==> src/rtl/uart_rx_pkg.sv <==
// Shared UART definitions: FSM state encoding and default bit period,
// intended to be reused by the transmit side.
package uart_rx_pkg;
  typedef enum logic [1:0] {
    IDLE  = 2'd0,
    START = 2'd1,
    DATA  = 2'd2,
    STOP  = 2'd3
  } uartState_e;

  // 27 MHz / 115200 baud
  localparam int unsigned DELAY_FRAMES_DEF = 234;
  localparam int unsigned CNT_W            = 16;
endpackage

==> src/rtl/uart_rx_sync2.sv <==
// Two-flop synchronizer for an idle-high asynchronous input; resets to 1
// so a reset never looks like a start bit.
module sync2 (
  input  logic clk,
  input  logic rst_n,
  input  logic d,
  output logic q
);
  logic meta;

  always_ff @(posedge clk or negedge rst_n) begin
    if (!rst_n) begin
      meta <= 1'b1;
      q    <= 1'b1;
    end else begin
      meta <= d;
      q    <= meta;
    end
  end
endmodule

==> src/rtl/uart_rx.sv <==
// 8N1 UART receiver: mid-bit sampling on the synchronized line, registered
// byte/ready outputs and a one-cycle pulse on a bad stop bit.
module uart_rx
  import uart_rx_pkg::*;
#(
  parameter int unsigned DELAY_FRAMES = DELAY_FRAMES_DEF
) (
  input  logic       clk,
  input  logic       rst_n,
  input  logic       uartRx,
  output logic       byteReady,
  output logic [7:0] dataOut,
  output logic       frameError
);
  localparam logic [CNT_W-1:0] HALF    = CNT_W'(DELAY_FRAMES / 2);
  localparam logic [CNT_W-1:0] FULL_M1 = CNT_W'(DELAY_FRAMES - 1);

  logic             rxS;
  uartState_e       state, stateN;
  logic [CNT_W-1:0] cnt, cntN;
  logic [2:0]       idx, idxN;
  logic [7:0]       shreg, shregN;
  logic [7:0]       dataOutN;
  logic             byteReadyN, frameErrorN;
  logic             rdyHold, rdyHoldN;
  logic             armed, armedN;
  logic             errWait, errWaitN;

  sync2 uSync (
    .clk  (clk),
    .rst_n(rst_n),
    .d    (uartRx),
    .q    (rxS)
  );

  always_ff @(posedge clk or negedge rst_n) begin
    if (!rst_n) begin
      state      <= IDLE;
      cnt        <= '0;
      idx        <= '0;
      shreg      <= '0;
      dataOut    <= '0;
      byteReady  <= 1'b0;
      frameError <= 1'b0;
      rdyHold    <= 1'b0;
      armed      <= 1'b0;
      errWait    <= 1'b0;
    end else begin
      state      <= stateN;
      cnt        <= cntN;
      idx        <= idxN;
      shreg      <= shregN;
      dataOut    <= dataOutN;
      byteReady  <= byteReadyN;
      frameError <= frameErrorN;
      rdyHold    <= rdyHoldN;
      armed      <= armedN;
      errWait    <= errWaitN;
    end
  end

  always_comb begin
    stateN      = state;
    cntN        = cnt;
    idxN        = idx;
    shregN      = shreg;
    dataOutN    = dataOut;
    byteReadyN  = byteReady;
    frameErrorN = 1'b0;
    rdyHoldN    = rdyHold;
    armedN      = armed;
    errWaitN    = errWait;

    unique case (state)
      IDLE: begin
        if (!armed) begin
          // After reset, demand two bit times of idle-high so the tail of an
          // abandoned frame cannot be mistaken for a fresh start bit.
          if (!rxS) begin
            cntN = '0;
            idxN = '0;
          end else if (cnt == FULL_M1) begin
            cntN = '0;
            if (idx == 3'd1) begin
              armedN = 1'b1;
              idxN   = '0;
            end else begin
              idxN = idx + 3'd1;
            end
          end else begin
            cntN = cnt + 1'b1;
          end
        end else if (!rxS) begin
          stateN     = START;
          cntN       = '0;
          rdyHoldN   = byteReady;
          byteReadyN = 1'b0;
        end
      end

      START: begin
        if (cnt == HALF) begin
          cntN = '0;
          if (!rxS) begin
            stateN = DATA;
            idxN   = '0;
          end else begin
            stateN     = IDLE;
            byteReadyN = rdyHold;
          end
        end else begin
          cntN = cnt + 1'b1;
        end
      end

      DATA: begin
        if (cnt == FULL_M1) begin
          cntN        = '0;
          shregN[idx] = rxS;
          idxN        = idx + 3'd1;
          if (idx == 3'd7) stateN = STOP;
        end else begin
          cntN = cnt + 1'b1;
        end
      end

      STOP: begin
        if (errWait) begin
          // Hold here through a break so it raises only one error.
          if (rxS) begin
            errWaitN = 1'b0;
            stateN   = IDLE;
          end
        end else if (cnt == FULL_M1) begin
          cntN = '0;
          if (rxS) begin
            dataOutN   = shreg;
            byteReadyN = 1'b1;
            stateN     = IDLE;
          end else begin
            frameErrorN = 1'b1;
            errWaitN    = 1'b1;
          end
        end else begin
          cntN = cnt + 1'b1;
        end
      end

      default: stateN = IDLE;
    endcase
  end
endmodule

==> config.mk <==
export PLATFORM = sky130hd
export DESIGN_NAME = uart_rx
export DESIGN_NICKNAME = d
export VERILOG_FILES = /design/src/rtl/uart_rx_pkg.sv /design/src/rtl/uart_rx_sync2.sv /design/src/rtl/uart_rx.sv
export SDC_FILE = /design/constraint.sdc
export NUM_CORES = 1
export LEC_CHECK = 0
export BUFFER_PORTS_ARGS = -buffer_cell sky130_fd_sc_hd__buf_2
export CAP_MARGIN = 20
export CORE_MARGIN = 5
export CORE_UTILIZATION = 31
export CTS_BUF_LIST = sky130_fd_sc_hd__clkbuf_8
export DETAILED_ROUTE_END_ITERATION = 10
export PLACE_DENSITY = 0.42
export SLEW_MARGIN = 20
export SYNTH_ARGS = -nofsm -noshare
export SYNTH_HDL_FRONTEND = slang
export SYNTH_SLANG_ARGS = --single-unit
==> constraint.sdc <==
create_clock -name clk -period 2.3 [get_ports clk]
set_input_delay 0.23 -clock clk [delete_from_list [all_inputs] [get_ports clk]]
set_output_delay 0.23 -clock clk [all_outputs]
set_load 0.01 [all_outputs]
After elaboration in Yosys (flattened, before gate mapping):

Index checks and enable logic that the tools add are counted.

* flip-flop bits (word level): 44
* bits of input ports: 3
* word-level logic and storage cells: 93

* mux-type cells: 45
* bitwise logic cells: 1
* $add $sub $neg: 2
* eq/ne operators: 20
* reduce and logical (&&, ||, !) cells: 11
* order comparisons: 2

Operator list (count)
* $mux W16: 6
* $pmux W16 S4: 1
* $mux W3: 7
* $mux W2: 9
* $ne A2 B2 Y1 const B: 9
* $mux W1: 17
* $add A16 B1 Y16 const B: 1
* $eq A16 B7 Y1 const B: 1
* $eq A16 B8 Y1 const B: 1
* $reduce_and A6 Y1: 2
* $ne A3 B3 Y1 const B: 3
* $pmux W3 S3: 1
* $bwmux W8: 1
* $pmux W2 S4: 1
* $reduce_and A7 Y1: 1
* $reduce_and A2 Y1: 3
* $reduce_bool A3 Y1: 2
* $eq A2 B2 Y1 const B: 2
* $lt A3 B4 Y1 const B: 1
* $reduce_and A4 Y1: 1
* $add A3 B1 Y3 const B: 1
* $demux W1 S3: 1
* $eq A3 B1 Y1 const B: 1
* $eq A3 B3 Y1 const B: 1
* 7 further kinds: 7

Depth between registers and ports, before layout:

Gate-level depths: netlist of the first run.

* depth in word-level cells: 6
* mapped depth: 9
* depth with buffers taken out: 7

Modules after synthesis:

A second synthesis of the first run with hierarchy kept.

* cells, all modules: 233
* area, all modules: 2381.0 um^2

Modules (own cells, without submodules)
* uart_rx: sequential area each 1051.0 um^2, cells an instance 231, area an instance 2328.5 um^2, times used 1
* sync2: sequential area each 52.6 um^2, cells an instance 2, area an instance 52.6 um^2, times used 1

Worst setup path after synthesis of the first run:

Ideal clock, no wire load.

* path type: register to register
* start point: register cnt[1]
* end point: register idx[0]
* path buffers: 0
* arrival: 1.791 ns
* slack: 0.384 ns
* cell stages (with the launch flop): 8
* setup time: 0.125 ns
* period minus slack after synthesis: 1.916 ns
* required time: 2.175 ns
* path through: dfrtp_1 > inv_1 > ha_1 > nor4bb_1 > nand4_1 > a221oi_1 > and3_1 > mux2_2

* word-level cells in the longest chain between the ends: 3

RTL lines
* start, declared: line uart_rx.sv:20 `logic [CNT_W-1:0] cnt, cntN;`
* start signal, assigned: line uart_rx.sv:50 `cnt <= cntN;`
* $eq A16 B8 Y1 or $eq A16 B7 Y1 (tied branches): line uart_rx.sv:82, uart_rx.sv:117, uart_rx.sv:102
* $ne A3 B3 Y1 (no source line) or $ne A2 B2 Y1 (tied branches)
* $reduce_and A6 Y1 (no source line) (*)
* end signal, assigned: line uart_rx.sv:51 `idx <= idxN;`
* end, declared: line uart_rx.sv:21 `logic [2:0] idx, idxN;`

Every way passes the cells marked *; elsewhere a longest branch is shown, timed or not.
A chain may end at the register's enable or synchronous reset.

Final worst setup path of the first run:

* start point: register cnt[1]
* end point: register idx[1]

Same word-level chain as after synthesis.

==> results of run 1 <==
==> Yosys cell counts (all sizes together), types with 2 or more instances <==
| cell | instances |
|---|---|
| nand2b | 2 |
| nor2b | 5 |
| xor2 | 4 |
| nor3 | 3 |
| o31ai | 3 |
| dfstp | 2 |
| nand2 | 16 |
| dfrtp | 42 |
| clkbuf | 3 |
| a32oi | 2 |
| nor2 | 22 |
| a31oi | 2 |
| and3 | 7 |
| ha | 10 |
| inv | 14 |
| mux2 | 19 |
| and4 | 2 |
| nor4 | 4 |
| and2 | 2 |
| buf | 3 |
| o21ai | 10 |
| xnor2 | 6 |
| mux2i | 2 |
| nand4 | 7 |
| a22o | 3 |
| a21oi | 2 |
| nand3 | 4 |
==> where the power goes <==
group	switching (mW)	total [mW]	leakage (nW)	internal (mW)
Clock	0.289	0.617	0.0548	0.328
Sequential	0.0349	0.830	0.604	0.795
Combinational	0.0670	0.114	0.608	0.0470
Total	0.391	1.56	1.27	1.17
==> cells by family (layout without fill, tap and decap cells) <==
logic type | count (synthesis) | count (layout) | share of synthesized area, %
flip-flops | 44 | 44 | 48.5
multiplexers | 21 | 21 | 10.3
AND/OR/NAND/NOR | 81 | 81 | 19.3
adder cells (fa/ha/maj) | 10 | 10 | 5.49
AO/OA/AOI/OAI | 28 | 28 | 9.12
XOR/XNOR | 10 | 10 | 3.85
buffers and inverters | 20 | 49 | 3.46
==> critical path, stage by stage, from the launching register on <==
cell      delay, ps
dfrtp_1         410
inv_1            60
ha_1            160
nor4bb_1        270
nand4_1         120
buf_4           180
a221oi_2        200
and3_2          260
mux2_2          340
==> metal layers <==
| metal | routed length [um] | vias up | GRT usage, % |
|---|---|---|---|
| met5 | 0 | - | 0 |
| met4 | 22 | 0 | 2.84 |
| met3 | 141 | 2 | 2.66 |
| met2 | 2290 | 23 | 18.6 |
| met1 | 2300 | 783 | 15.3 |
| li1 | - | 811 | - |
==> area by class of cell <==
type | count | area [um2] | share of cell area (%)
multi-input combinational | 150 | 1110 | 41.5
clock buffer | 5 | 68.8 | 2.56
timing repair buffer | 27 | 175 | 6.53
clock inverter | 3 | 46.3 | 1.72
inverter | 14 | 52.6 | 1.96
sequential | 44 | 1100 | 41.1
tap | 99 | 124 | 4.62
==> worst paths after layout <==
path,to,cells after the start
min reg2reg,uSync.q$_DFF_PN1_,0
min,uSync.meta$_DFF_PN1_,1
max,idx[1]$_DFFE_PN0P_,8
max reg2reg,idx[1]$_DFFE_PN0P_,8
min in group asynchronous,byteReady$_DFFE_PN0P_,2
max in group asynchronous,uSync.meta$_DFF_PN1_,3
==> cell usage in the layout, fill, tap and decap left out, drive strengths merged, types with 2 or more instances in the layout <==
| cell | n |
|---|---|
| a21oi | 2 |
| a22o | 3 |
| a31oi | 2 |
| a32oi | 2 |
| and2 | 2 |
| and3 | 7 |
| and4 | 2 |
| buf | 26 |
| clkbuf | 5 |
| dfrtp | 42 |
| dfstp | 2 |
| ha | 10 |
| inv | 15 |
| mux2 | 19 |
| mux2i | 2 |
| nand2 | 16 |
| nand2b | 2 |
| nand3 | 4 |
| nand4 | 7 |
| nor2 | 22 |
| nor2b | 5 |
| nor3 | 3 |
| nor4 | 4 |
| o21ai | 10 |
| o31ai | 3 |
| xnor2 | 6 |
| xor2 | 4 |
==> sequential cells by signal (all words and copies together), names as in the netlist, named ones only <==
register,count
byteReady,1
uSync.q,1
shreg,8
errWait,1
idx,3
cnt,16
frameError,1
armed,1
uSync.meta,1
rdyHold,1
dataOut,8
state,1
==> timing repair <==
item                                    in CTS  in global routing
hold buffers                                 1                  0
gates resized for setup                      0                  3
buffers inserted                             0                  1
endpoints found under the hold margin       13                  0
endpoints found under the setup margin       0                 14
==> impl_metrics.py, run 1 <==
metrics = {
    "synth": {
        "ys_warn_count": 0,
        "synthArstFlopShare_pct": 100,
        "seq_area_frac_synth_pct": 48.5,
        "yosysTopAreaCell": "dfrtp_1",
        "yosysUniqueCellTypes": 43,
        "synth_ff_type": "dfrtp_1",
        "syn_area_per_cell_um2": 10.6,
        "syn-cell-area_mm2": 0.00228,
        "ys_ff_latch": 44,
        "syn_nets": 227,
        "netlist_top_cells_area": "dfrtp_1 46%, mux2_2 9.4%, ha_1 5.5%",
        "synth_top_area_share_pct": 46.2,
        "synth_edf_count": 0,
        "syn-instance-count": 214,
    },
    "sta": {
        "fmax_ghz": 0.471,
        "period_share_pct": 92.3,
        "hold_violations": 0,
        "slew_headroom_pct": 75.0,
        "rsz0062_at_grt": "false",
        "setup_violations": 0,
        "whs_ps": 29.5,
        "tns_ps": 0,
        "drv_slew": 0,
        "period_minus_slack_ps": 2120,
        "tightest_slew_ps": 375,
        "finalClockSkew_ps": 8.56,
        "setup_ws_ps": 176,
    },
    "clock_network": {
        "root_buffer": "clkbuf_8",
        "cts.clk_slew.worst_paths_ps": 90,
        "clock_latency_ps": 300,
        "cts_sinks": 44,
        "htree_levels": 2,
        "cts_buffers": 5,
        "clk_path_buf_depth": 2,
        "cts_tree": "built",
    },
    "placement": {
        "place.gp.congestion": 0.727,
        "place_area_mm2": 0.00253,
        "dp.cells": 332,
        "post-place-ws_ps": 106,
        "portBuffers": 12,
        "hpwlAfterDp_mm": 3.48,
    },
    "floorplan": {
        "coreArea_mm2": 0.00721,
        "rows": 31,
        "start_util_pct": 31.6,
        "num_io_pins": 13,
        "dieArea_mm2": 0.00916,
        "die_h_um": 95.7,
        "die_w_um": 95.7,
    },
    "route": {
        "ant_nets": 0,
        "drc": 0,
        "vias": 1619,
        "routed_wl_mm": 4.76,
        "avgRoutedWirePerCell_um": 13.9,
        "viasPerCell": 4.73,
        "drt_pass1_iterations": 4,
        "drt_iter0_markers": 52,
    },
    "setup_path": {
        "end_kind": "flip-flop",
        "setup.worst_path.class": "reg -> reg",
        "cp-start-kind": "flip-flop",
        "worst-path-max-fanout": 4,
        "cp_data_arrival_time_ps": 2310,
        "reg2reg_slack_ps": 180,
        "required_ps": 2480,
        "r2r_start": "cnt[1]$_DFFE_PN0P_",
        "critPathLaunch": "cnt[1]$_DFFE_PN0P_",
    },
    "cells_and_area": {
        "final_cell_area_mm2": 0.00268,
        "fillers": 740,
        "layout.nets": 255,
        "antenna_cells": 0,
        "post_layout_nonfiller_instances": 342,
        "layout-drive-gt1-share_pct": 25.5,
        "syn_to_final_growth_pct": 17.9,
        "final_util_pct": 37.2,
    },
    "global_routing": {
        "grt_pass1_vias": 1576,
        "grt_first_pass_wirelength_mm": 8.00,
        "grt_usage_pct": 11.4,
        "grt_max_degree": 18,
        "grt_overflow_total": 0,
        "antenna_found_initial": 0,
    },
    "run": {
        "cap_viol_max_count": 0,
    },
    "pwr": {
        "powerDensity_mw_per_mm2": 582,
        "leakage_nw": 1.27,
        "peakVddDrop_uv": 244,
        "total_power_mw": 1.56,
    },
    "outcome": {
        "status": "complete, no violations",
    },
    "hold_path": {
        "hp-start": "uartRx",
        "min_path_type": "in -> reg",
    },
}
Note: power is estimated with default switching activity, not from simulation.
==> run 2, diff against run 1 <==
--- a/config.mk
+++ b/config.mk
@@ -7,7 +7,6 @@
 export LEC_CHECK = 0
 export BUFFER_PORTS_ARGS = -buffer_cell sky130_fd_sc_hd__buf_2
 export CAP_MARGIN = 20
-export CORE_MARGIN = 5
 export CORE_UTILIZATION = 31
 export CTS_BUF_LIST = sky130_fd_sc_hd__clkbuf_8
 export DETAILED_ROUTE_END_ITERATION = 10
==> impl_metrics.py, run 2 (synthesized netlist as in run 1, its figures left out) <==
metrics = {
    "outcome": {
        "status": "complete, no violations",
    },
    "setup_path": {
        "end_kind": "flip-flop",
        "required_ps": 2500,
        "reg2reg_depth": 8,
        "reg2reg_slack_ps": 140,
        "cp-start-kind": "flip-flop",
        "worst-path-max-fanout": 4,
        "setup.worst_path.class": "reg -> reg",
        "cp_data_arrival_time_ps": 2350,
    },
    "route": {
        "wl_met1_mm": 2.15,
        "routed_wl_mm": 4.48,
        "met3_length_um": 89,
        "drt_iter0_markers": 77,
        "drc": 0,
        "viasPerCell": 4.81,
        "drt_pass1_iterations": 4,
        "vias": 1627,
        "ant_nets": 0,
        "dr.max_layer_used": "met4",
        "dr_wl_met2_mm": 2.20,
        "avgRoutedWirePerCell_um": 13.3,
    },
    "sta": {
        "slew_headroom_pct": 74.4,
        "period_share_pct": 93.8,
        "whs_ps": 24.9,
        "period_minus_slack_ps": 2160,
        "setup_ws_ps": 142,
        "tightest_slew_ps": 384,
        "finalClockSkew_ps": 8.63,
        "drv_slew": 0,
        "setup_violations": 0,
        "fmax_ghz": 0.463,
        "tns_ps": 0,
        "hold_violations": 0,
    },
    "cells_and_area": {
        "mostFrequentLayoutCell": "dfrtp_1",
        "syn_to_final_growth_pct": 17.1,
        "final_cell_area_mm2": 0.00267,
        "fillers": 688,
        "reg_top3": "cnt x16, dataOut x8, shreg x8",
        "layout-drive-gt1-share_pct": 24.8,
        "antenna_cells": 0,
        "regArea_mm2": 0.00110,
        "largest_reg_flops": 16,
        "final_util_pct": 38.4,
        "layout.nets": 254,
        "multiInputGateArea_mm2": 0.00111,
        "top_register": "cnt",
        "mostFrequentLayoutCells": "42 x dfrtp_1, 22 x nor2_1, 19 x mux2_2, 16 x nand2_1, 14 x inv_1",
        "post_layout_nonfiller_instances": 338,
    },
    "global_routing": {
        "grt_overflow_total": 0,
        "grt_first_pass_wirelength_mm": 7.38,
        "grt_usage_pct": 12.8,
        "grt_pass1_vias": 1528,
        "grt_max_degree": 17,
        "antenna_found_initial": 0,
    },
    "clock_network": {
        "htree_levels": 2,
        "cts.clk_slew.worst_paths_ps": 90,
        "clk_path_buf_depth": 2,
        "clock_latency_ps": 300,
        "cts_tree": "built",
        "root_buffer": "clkbuf_8",
        "cts_sinks": 44,
        "cts_buffers": 5,
    },
    "floorplan": {
        "coreArea_mm2": 0.00694,
        "dieArea_mm2": 0.00769,
        "start_util_pct": 32.8,
        "num_io_pins": 13,
        "rows": 30,
        "die_h_um": 87.7,
        "die_w_um": 87.7,
    },
    "placement": {
        "place.gp.congestion": 0.721,
        "hpwlAfterDp_mm": 3.26,
        "portBuffers": 12,
        "dp.cells": 328,
        "post-place-ws_ps": 45.7,
        "place_area_mm2": 0.00252,
    },
    "pwr": {
        "total_power_mw": 1.55,
        "powerDensity_mw_per_mm2": 582,
        "peakVddDrop_uv": 311,
        "leakage_nw": 1.26,
    },
    "hold_path": {
        "holdPathStages": 1,
        "min_path_type": "in -> reg",
    },
    "run": {
        "cap_viol_max_count": 0,
    },
}
run 2: cell types whose count changed in the layout (fill, tap and decap cells not counted):
cell / change
a221oi_1: +1
a221oi_2: -1
buf_4: -1
run 2: final timing paths:
path,from,end
max reg2reg,cnt[1]$_DFFE_PN0P_,idx[1]$_DFFE_PN0P_
min reg2reg,uSync.meta$_DFF_PN1_,uSync.q$_DFF_PN1_
min,uartRx,uSync.meta$_DFF_PN1_
max,cnt[1]$_DFFE_PN0P_,idx[1]$_DFFE_PN0P_
max in group asynchronous,rst_n,uSync.q$_DFF_PN1_
min in group asynchronous,rst_n,dataOut[5]$_DFFE_PN0P_
run 2: critical path, stage by stage (launching register included):
cell and delay (ps):
dfrtp_1 410, inv_1 70, ha_1 170, nor4bb_1 290, nand4_1 120, buf_4 180
a221oi_1 210, and3_2 260, mux2_2 340
run 2: per-layer routing:
metal,vias up,global-route usage (%)
met5,-,0
met4,0,4.92
met3,6,3.11
met2,19,21.4
met1,787,16.0
li1,815,-
run 2: power by group:
group	switching, mW	internal [mW]	total, mW
Combinational	0.0681	0.0463	0.114
Sequential	0.0327	0.795	0.828
Clock	0.282	0.327	0.609
run 2: cell type report:
| class | instances | share of cell area, % |
|---|---|---|
| clock buffer | 5 | 2.58 |
| sequential | 44 | 41.4 |
| multi-input combinational | 150 | 41.5 |
| tap | 96 | 4.50 |
| clock inverter | 3 | 1.74 |
| timing repair buffer | 26 | 6.29 |
| inverter | 14 | 1.97 |
run 2: repair_timing:
action                     in CTS  in global routing
setup endpoints to repair       0                 17
hold endpoints to repair       14                  0
hold buffers                    1                  0
resized for setup               0                  2
setup buffers                   0                  1
==> run 3, diff against run 2 <==
--- a/config.mk
+++ b/config.mk
@@ -5,7 +5,7 @@
 export SDC_FILE = /design/constraint.sdc
 export NUM_CORES = 1
 export LEC_CHECK = 0
-export BUFFER_PORTS_ARGS = -buffer_cell sky130_fd_sc_hd__buf_2
+export BUFFER_PORTS_ARGS = -buffer_cell sky130_fd_sc_hd__buf_4
 export CAP_MARGIN = 20
 export CORE_UTILIZATION = 31
 export CTS_BUF_LIST = sky130_fd_sc_hd__clkbuf_8
@@ -14,4 +14,5 @@
 export SLEW_MARGIN = 20
 export SYNTH_ARGS = -nofsm -noshare
 export SYNTH_HDL_FRONTEND = slang
+export SYNTH_HIERARCHICAL = 1
 export SYNTH_SLANG_ARGS = --single-unit
==> impl_metrics.py, run 3 <==
metrics = {
    "sta": {
        "fmax_ghz": 0.479,
        "finalClockSkew_ps": 5.47,
        "setup_violations": 0,
        "period_minus_slack_ps": 2090,
        "hold_violations": 0,
        "tightest_slew_ps": 586,
        "tns_ps": 0,
        "rsz0062_at_grt": "false",
        "drv_slew": 0,
        "slew_headroom_pct": 60.9,
        "period_share_pct": 90.8,
    },
    "cells_and_area": {
        "fillers": 742,
        "antenna_cells": 0,
        "mostFrequentLayoutCells": "42 x dfrtp_1, 35 x buf_4, 21 x nor2_1, 20 x nand2_1, 20 x mux2_2",
        "multiInputGateArea_mm2": 0.00118,
        "top_register": "cnt",
        "layout-drive-gt1-share_pct": 27.6,
        "regArea_mm2": 0.00110,
        "layout.nets": 282,
        "syn_to_final_growth_pct": 19.1,
        "mostFrequentLayoutCell": "dfrtp_1",
        "largest_reg_flops": 16,
        "reg_top3": "cnt x16, dataOut x8, shreg x8",
        "final_cell_area_mm2": 0.00284,
    },
    "global_routing": {
        "grt_max_degree": 45,
        "grt_first_pass_wirelength_mm": 8.98,
        "grt_usage_pct": 15.0,
        "antenna_found_initial": 0,
        "grt_overflow_total": 0,
        "grt_pass1_vias": 1728,
    },
    "route": {
        "drc": 0,
        "viasPerCell": 4.87,
        "routed_wl_mm": 5.32,
        "vias": 1786,
        "drt_iter0_markers": 51,
        "avgRoutedWirePerCell_um": 14.5,
        "drt_pass1_iterations": 4,
        "ant_nets": 0,
    },
    "placement": {
        "portBuffers": 12,
        "place_area_mm2": 0.00273,
        "place.gp.congestion": 0.771,
        "hpwlAfterDp_mm": 3.83,
    },
    "floorplan": {
        "die_w_um": 89.6,
        "num_io_pins": 13,
        "coreArea_mm2": 0.00733,
        "start_util_pct": 32.5,
        "die_h_um": 89.6,
        "dieArea_mm2": 0.00804,
        "rows": 31,
    },
    "synth": {
        "yosysTopAreaCell": "dfrtp_1",
        "synthArstFlopShare_pct": 100,
        "netlist_top_cells_count": "42 x dfrtp_1, 21 x nor2_1, 20 x mux2_2, 20 x nand2_1, 15 x inv_1",
        "netlist_top_cells_area": "dfrtp_1 44%, mux2_2 9.5%, ha_1 6.3%",
        "ys_warn_count": 6,
        "synth_ff_type": "dfrtp_1",
        "synth_edf_count": 0,
        "syn_area_per_cell_um2": 10.2,
        "yosysUniqueCellTypes": 41,
        "synth_most_common_cell": "dfrtp_1",
        "syn-instance-count": 233,
        "syn_nets": 248,
        "seq_area_frac_synth_pct": 46.3,
        "ys_ff_latch": 44,
        "synth_top_area_share_pct": 44.1,
        "syn-cell-area_mm2": 0.00238,
    },
    "setup_path": {
        "cp_data_arrival_time_ps": 2290,
        "setup.worst_path.class": "reg -> reg",
        "cp-start-kind": "flip-flop",
        "worst-path-max-fanout": 5,
        "required_ps": 2500,
        "end_kind": "flip-flop",
    },
    "clock_network": {
        "cts_tree": "built",
        "cts_buffers": 5,
        "root_buffer": "clkbuf_8",
        "clock_latency_ps": 300,
        "cts_sinks": 44,
        "clk_path_buf_depth": 2,
        "htree_levels": 2,
        "cts.clk_slew.worst_paths_ps": 90,
    },
    "pwr": {
        "powerDensity_mw_per_mm2": 524,
        "peakVddDrop_uv": 283,
        "leakage_nw": 1.29,
    },
    "hold_path": {
        "min_path_type": "in -> reg",
        "hp-start": "uartRx",
    },
    "run": {
        "cap_viol_max_count": 0,
    },
    "outcome": {
        "status": "complete, no violations",
    },
}
[run 3: changes by cell type after synthesis, sizes merged, moves of 4 or more]
cell,before,now
a21oi,2,11
o311ai,0,4
clkbuf,3,7
and3,7,1
nor3,3,9
nand3,4,12
o21ai,10,6
nand2,16,20
[run 3: power breakdown]
group	internal, mW	switching (mW)
clock network	0.244	0.285
registers	0.795	0.0378
logic	0.0550	0.0690
[run 3: cell type report]
cell class / count / area share (%)
flip-flops and latches: 44 / 38.9
inverters: 15 / 1.99
clock inverters: 2 / 0.529
clock buffers: 6 / 2.91
well taps: 99 / 4.37
multi-input cells: 165 / 41.7
repair buffers: 36 / 9.62
[run 3: cells by family after synthesis]
| kind of cell | Yosys count | share of synthesized area [%] |
|---|---|---|
| AO/OA/AOI/OAI | 35 | 10.0 |
| XOR/XNOR | 6 | 2.21 |
| buffers and inverters | 24 | 4.15 |
| AND/OR/NAND/NOR | 91 | 21.1 |
| multiplexers | 21 | 9.88 |
| adder cells (fa/ha/maj) | 12 | 6.31 |
| flip-flops | 44 | 46.3 |
[run 3: worst max-delay path, stage by stage, from the launching register on]
cell,delay (ps)
dfrtp_1,420
inv_1,110
ha_1,210
a32o_1,270
or4b_4,570
nor3_2,220
xnor2_1,140
nor2_1,50
[run 3: per-stage QoR]
step / setup WS (ps) / hold slack [ps] / utilization (%) / total power, mW / instances
final: 211 / 35.2 / 38.7 / 1.49 / 367
after global routing: 8.95 / 20.8 / 38.7 / 1.57 / 367
after CTS: 95.8 / 26.1 / 38.6 / 1.52 / 367
after detailed placement: 106 / 284 / 37.2 / 0.976 / 358
after global placement: 140 / 289 / 37.2 / 0.973 / 358
after floorplan: 103 / -65.6 / - / 0.920 / 233
[run 3: worst paths after layout]
path,endpoint,slack (ps),cells past startpoint
worst max-delay path,cnt[15]$_DFFE_PN0P_,210,7
worst min-delay path,uSync/meta$_DFF_PN1_,40,1
worst max register to register,cnt[15]$_DFFE_PN0P_,210,7
worst min register to register,uSync/q$_DFF_PN1_,370,0
max in group asynchronous,cnt[7]$_DFFE_PN0P_,1440,2
min in group asynchronous,armed$_DFFE_PN0N_,460,2
[run 3: repair_timing]
item / CTS / global route
hold buffers: 1 / 0
endpoints found under the hold margin: 42 / 0
endpoints found under the setup margin: 0 / 2
setup buffers: 0 / 0
resized for setup: 0 / 1
[run 3: metal layers]
| layer | part of all wire, % | routed length (um) | up-vias | global-route usage (%) |
|---|---|---|---|---|
| li1 | - | - | 901 | - |
| met1 | 55 | 2910 | 856 | 22.2 |
| met2 | 41 | 2170 | 22 | 21.5 |
| met3 | 2.9 | 154 | 7 | 3.11 |
| met4 | 1.6 | 84 | 0 | 5.63 |
| met5 | 0 | 0 | - | 0 |
